--- src/rtl/instruction_prefetch_queue.sv ---
// Tagged prefetch queue between a variable-latency instruction memory and the fetch stage.
// The head is released only when its tag matches current_pc; any mismatch flushes and restarts there.
module instruction_prefetch_queue #(
  parameter int              size     = 32,
  parameter int              DEPTH    = 2,
  parameter logic [size-1:0] RESET_PC = '0
) (
  input  logic            clk,
  input  logic            reset,
  input  logic [size-1:0] current_pc,
  input  logic            buble,
  output logic [size-1:0] instruction_o,
  output logic            instruction_valid_o,
  output logic            imem_req_valid,
  input  logic            imem_req_ready,
  output logic [size-1:0] imem_req_addr,
  input  logic            imem_resp_valid,
  input  logic [size-1:0] imem_resp_data
);
  localparam int          PW      = $clog2(DEPTH);
  localparam int          CW      = $clog2(DEPTH + 1);
  localparam logic [CW:0] DEPTH_W = (CW+1)'(DEPTH);

  logic [size-1:0]  req_pc;
  logic [size-1:0]  ent_addr [DEPTH];
  logic [size-1:0]  ent_data [DEPTH];
  logic [DEPTH-1:0] ent_filled;
  logic [PW-1:0]    head;
  logic [PW-1:0]    tail;
  logic [PW-1:0]    fill_ptr;
  logic [CW-1:0]    count;
  logic [CW-1:0]    unfilled;
  logic [CW-1:0]    drop_cnt;

  logic        head_hit;
  logic        mismatch;
  logic        accept;
  logic        resp_drop;
  logic        resp_fill;
  logic        pop;
  logic [CW:0] occupancy;

  assign head_hit  = (count != '0) && (ent_addr[head] == current_pc);
  assign mismatch  = ((count != '0) && !head_hit) ||
                     ((count == '0) && (drop_cnt == '0) && (req_pc != current_pc));
  // Dropped responses still occupy memory-side slots, so they count against capacity.
  assign occupancy = {1'b0, count} + {1'b0, drop_cnt};

  assign imem_req_valid = !mismatch && ({1'b0, count} < DEPTH_W) && (occupancy < DEPTH_W);
  assign imem_req_addr  = req_pc;
  assign accept         = imem_req_valid && imem_req_ready;

  assign resp_drop = imem_resp_valid && (drop_cnt != '0);
  assign resp_fill = imem_resp_valid && (drop_cnt == '0) && (unfilled != '0);

  assign instruction_valid_o = head_hit && ent_filled[head];
  assign instruction_o       = instruction_valid_o ? ent_data[head] : '0;
  assign pop                 = instruction_valid_o && !buble;

  always_ff @(posedge clk or negedge reset) begin
    if (!reset) begin
      req_pc     <= RESET_PC;
      head       <= '0;
      tail       <= '0;
      fill_ptr   <= '0;
      count      <= '0;
      unfilled   <= '0;
      drop_cnt   <= '0;
      ent_filled <= '0;
      for (int i = 0; i < DEPTH; i++) begin
        ent_addr[i] <= '0;
        ent_data[i] <= '0;
      end
    end else if (mismatch) begin
      req_pc     <= current_pc;
      head       <= '0;
      tail       <= '0;
      fill_ptr   <= '0;
      count      <= '0;
      unfilled   <= '0;
      ent_filled <= '0;
      // A response landing this cycle settles its own entry before the flush, so it is not owed.
      drop_cnt   <= drop_cnt - CW'(resp_drop) + unfilled - CW'(resp_fill);
    end else begin
      if (pop) begin
        ent_filled[head] <= 1'b0;
        head             <= head + PW'(1);
      end
      if (accept) begin
        ent_addr[tail]   <= req_pc;
        ent_filled[tail] <= 1'b0;
        tail             <= tail + PW'(1);
        req_pc           <= req_pc + size'(4);
      end
      if (resp_fill) begin
        ent_data[fill_ptr]   <= imem_resp_data;
        ent_filled[fill_ptr] <= 1'b1;
        fill_ptr             <= fill_ptr + PW'(1);
      end
      if (resp_drop) begin
        drop_cnt <= drop_cnt - CW'(1);
      end
      count    <= count + CW'(accept) - CW'(pop);
      unfilled <= unfilled + CW'(accept) - CW'(resp_fill);
    end
  end

  resp_owned: assert property (@(posedge clk) disable iff (!reset)
    imem_resp_valid |-> ((drop_cnt != '0) || (unfilled != '0)));

endmodule
--- config.mk ---
export PLATFORM = sky130hd
export DESIGN_NAME = instruction_prefetch_queue
export DESIGN_NICKNAME = d
export VERILOG_FILES = /design/src/rtl/instruction_prefetch_queue.sv
export SDC_FILE = /design/constraint.sdc
export NUM_CORES = 1
export LEC_CHECK = 0
export CAP_MARGIN = 20
export CORE_ASPECT_RATIO = 0.5
export CORE_MARGIN = 4
export CORE_UTILIZATION = 55
export CTS_CLUSTER_SIZE = 8
export DETAILED_ROUTE_END_ITERATION = 12
export PLACE_DENSITY = 0.89
export REMOVE_ABC_BUFFERS = 1
export SYNTH_ARGS = -nofsm -noshare
export SYNTH_HDL_FRONTEND = slang
export SYNTH_SLANG_ARGS = --single-unit
--- constraint.sdc ---
create_clock -name clk -period 4.8 [get_ports clk]
set_input_delay 0.96 -clock clk [delete_from_list [all_inputs] [get_ports clk]]
set_output_delay 0.96 -clock clk [all_outputs]
set_load 0.03 [all_outputs]
==> impl_results.md <==
- Status: finished, final reports clean
- CTS H-tree lvls: 4
- Most frequent CP cell: or4_1
- Asr flop ratio synth: 100.0%
- Final Hold Viols: 0
- Antenna-violating nets left: 0
- WL/cell: 19.04 um
- Area of the multi-input gates: 4370 um2
- Clock root buffer: clkbuf_16
- Layout cells sized above 1: 29.62%
- Synth Flop Type: dfrtp_1
- Compound-Gate Fraction of Synth Area: 1.794%
- Worst Path Required: 3840 ps
- Core area: 15700 um2
- Crit path cell chain: clkdlybuf4s50_1 > xor2_1 > nand4_1 > or4_1 > or4_1 > buf_12 > nor2_1 > buf_4
- Nets: 927
- Num CTS Buffers: 17
- Ant. Diodes: 0
- Simple-gate portion of the synthesized area: 7.859%
- FMAX: 0.2157 GHz
- Sw frac: 36.59%
- CP peak stage delay: 540 ps
- CP Launch Type: input pin
- Internal power: 4.356 mW
- Hold WC Path Type: register to register
- CP endpoint kind: output port
- Starting Density: 57.31%
- Clk Latency, worst-skew pair: 430 ps
- Initial antenna violation count: 0
- Count leader, synth: dfrtp_1
- P_leak: 4.605 nW
- Post-synthesis cell count: 718
- Via density: 5.522
- Final worst-path cycle share: 96.57%
- Slowest cell on the critical path: or4_1
- Top cells by area, synth: dfrtp_1, mux2_2, mux2i_1
- GRT Overall Usage: 22.85%
- Fillers: 1098
- Total die area: 18590 um2
- Final Max Slew Viols: 0
- Largest area contributor in the netlist: dfrtp_1
- Netlist cell types: 43
- Area share of fa/ha/maj cells after synthesis: 1.641%
- Finished Layout Cells: 1082
- Final hold slack: 494.4 ps
- Mapped Area: 8995 um2
- Clk slew on worst S/H paths: 60 ps
- Reg power frac: 38.9%
- Pwr Density: 623.8 nW/um2
- Initial DRT Pass Iterations: 4
- Synth top area share: 47.57%
- Warnings, synthesis: 0
- Area growth, synth to finish: 22.42%
- Post-Route WL: 20600 um
- Combinational share of power: 40.8%
- RD Place Congestion: 0.8354
- PnR worst setup slack: 164.4 ps
- NetSw: 2.514 mW
- Sink Count: 171
- Largest family of logic cells by synthesized area: multiplexers
- Max Root-Sink Buffers: 2
- Register area: 4283 um2
- Max IR drop VDD: 294.6 uV
- Worst EP arrival: 3680 ps
- Slew @ Worst Pin: 783.5 ps
- Post-cts hold buffer count: 0
- Number of flops mapped to enable cells by yosys: 0
- Sequential-to-total area share from yosys stat: 47.57%
- Mux cell area share after synthesis: 27.50%
- Gr ovfl total: 0
- Max_cap viols: 0
- Die Width: 188.9 um
- CTS tree: done
- Fin crit period: 4636 ps
- Seq cells post-synth: 171
- PostCTS Resize Cnt: 0
- Placed instance count: 1049
- Post-Synth XOR/XNOR Area: 9.737%
- RSZ-0062 raised after global routing: no
- Pre-CTS WS: 187.4 ps
- Clock power share: 20.3%
- Initial DRC count: 356
- Dpl hpwl: 13950 um
- Num ports: 135
- Largest net degree at the start of global routing: 83
- First-pass GRT wire length: 33930 um
- Placed Area: 10390 um2
- Syn Area/Cell: 12.53 um2
- Final setup fails: 0
- Most frequent cells after synthesis: dfrtp_1, mux2_2, xnor2_1, mux2i_1, nor2_1
- Total vias in the final route: 5975
- WS Path Type: input pin to output port
- Row cnt: 32
- Vias in the first global route: 6475
- Final Cell Area: 11010 um2
- Slew headroom: 47.77%
- DR DRC count: 0
- Clock Skews: 11.81 ps
- Setup bufs post-CTS: 0
- IO buf count: 134
- Worst Path Max Fanout: 37
- Die Ht: 98.43 um
-- metal layers --
layer | share of wire [%] | GRT usage [%] | up-vias
met5 | 0 | 0 | -
met4 | 1.5 | 6.827 | 0
met3 | 6.3 | 6.228 | 23
met2 | 50 | 39.20 | 155
met1 | 43 | 28.75 | 3034
li1 | - | - | 2763
-- layout make-up --
cell class              instances  area share, %
inverters                      14         0.4772
clock buffers                  18          3.988
clock inverters                14          1.432
repair buffers                153          13.01
multi-input cells             491          39.69
well taps                     221          2.511
flip-flops and latches        171          38.89
-- stage by stage --
| stage | total power, mW | TNS, ps | util, % |
|---|---|---|---|
| 2_1_floorplan | 4.516 | -47000 | - |
| 3_3_place_gp | 5.342 | 0 | 66.18 |
| 3_5_place_dp | 5.481 | 0 | 66.18 |
| 4_1_cts | 6.916 | 0 | 69.99 |
| 5_1_grt | 7.288 | 0 | 70.16 |
| 6_report | 6.869 | 0 | 70.16 |
-- cell usage in the layout, fill, tap and decap left out, drive strengths merged, types with 3 or more instances in the layout --
cell type      synthesis  routed
clkdlybuf4s50          0      99
clkinv                 0       4
inv                   14      19
o21ai                  4       4
clkinvlp               0       3
mux2i                 66      66
mux2                 161     161
fa                     3       3
dfrtp                171     171
nand4                 19      19
nand2                 15      15
nor4                   8       8
nand3                 14      14
nor3                   8       8
ha                     7       7
and4                   4       4
nand2b                 4       4
and3                   4       4
a21oi                  4       4
nor2                  47      47
xnor2                 72      72
clkbuf                19      18
buf                   23      54
o211ai                 4       4
xor2                  28      28
-- power groups by stage --
| stage | logic (mW) | clock network, mW | registers (mW) |
|---|---|---|---|
| floorplan | 1.72 | 0 | 2.80 |
| global placement | 2.71 | 0 | 2.64 |
| detailed placement | 2.79 | 0 | 2.69 |
| CTS | 2.82 | 1.42 | 2.67 |
| global route | 3.03 | 1.48 | 2.77 |
| finish | 2.80 | 1.39 | 2.67 |
-- critical path, delay by kind of cell --
kind / cells / cell delay (ps)
buffers and inverters: 3 / 910
xor gates and xnor gates: 1 / 330
and+or+nand+nor: 4 / 1440
-- state kept, by name, summed over array words and instances, names as in the netlist --
register	flops
unfilled	2
drop_cnt	2
head	1
fill_ptr	1
imem_req_addr	32
ent_data	64
tail	1
count	2
ent_filled	2
ent_addr	64
-- worst paths after layout --
path                                                from  cells past startpoint  slack (ps)                        to
worst max-delay path                       current_pc[0]                      8         160          instruction_o[3]
worst min-delay path            ent_data[39]$_DFFE_PN0P_                      1         490  ent_data[39]$_DFFE_PN0P_
worst max register to register          head$_DFFE_PN0P_                     15         960     unfilled[1]$_DFF_PN0_
worst min register to register  ent_data[39]$_DFFE_PN0P_                      1         490  ent_data[39]$_DFFE_PN0P_
max in group asynchronous                          reset                      2        3140  ent_data[59]$_DFFE_PN0P_
min in group asynchronous                          reset                      1         560  ent_data[45]$_DFFE_PN0P_
-- cell families after synthesis --
| family | count (synthesis) |
|---|---|
| buffers and inverters | 56 |
| and+or+nand+nor | 135 |
| muxes | 227 |
| DFF | 171 |
| xor gates and xnor gates | 100 |
| AOI/OAI and AO/OA | 19 |
| adders and majority gates | 10 |
Power figures use the tool's default switching activity.
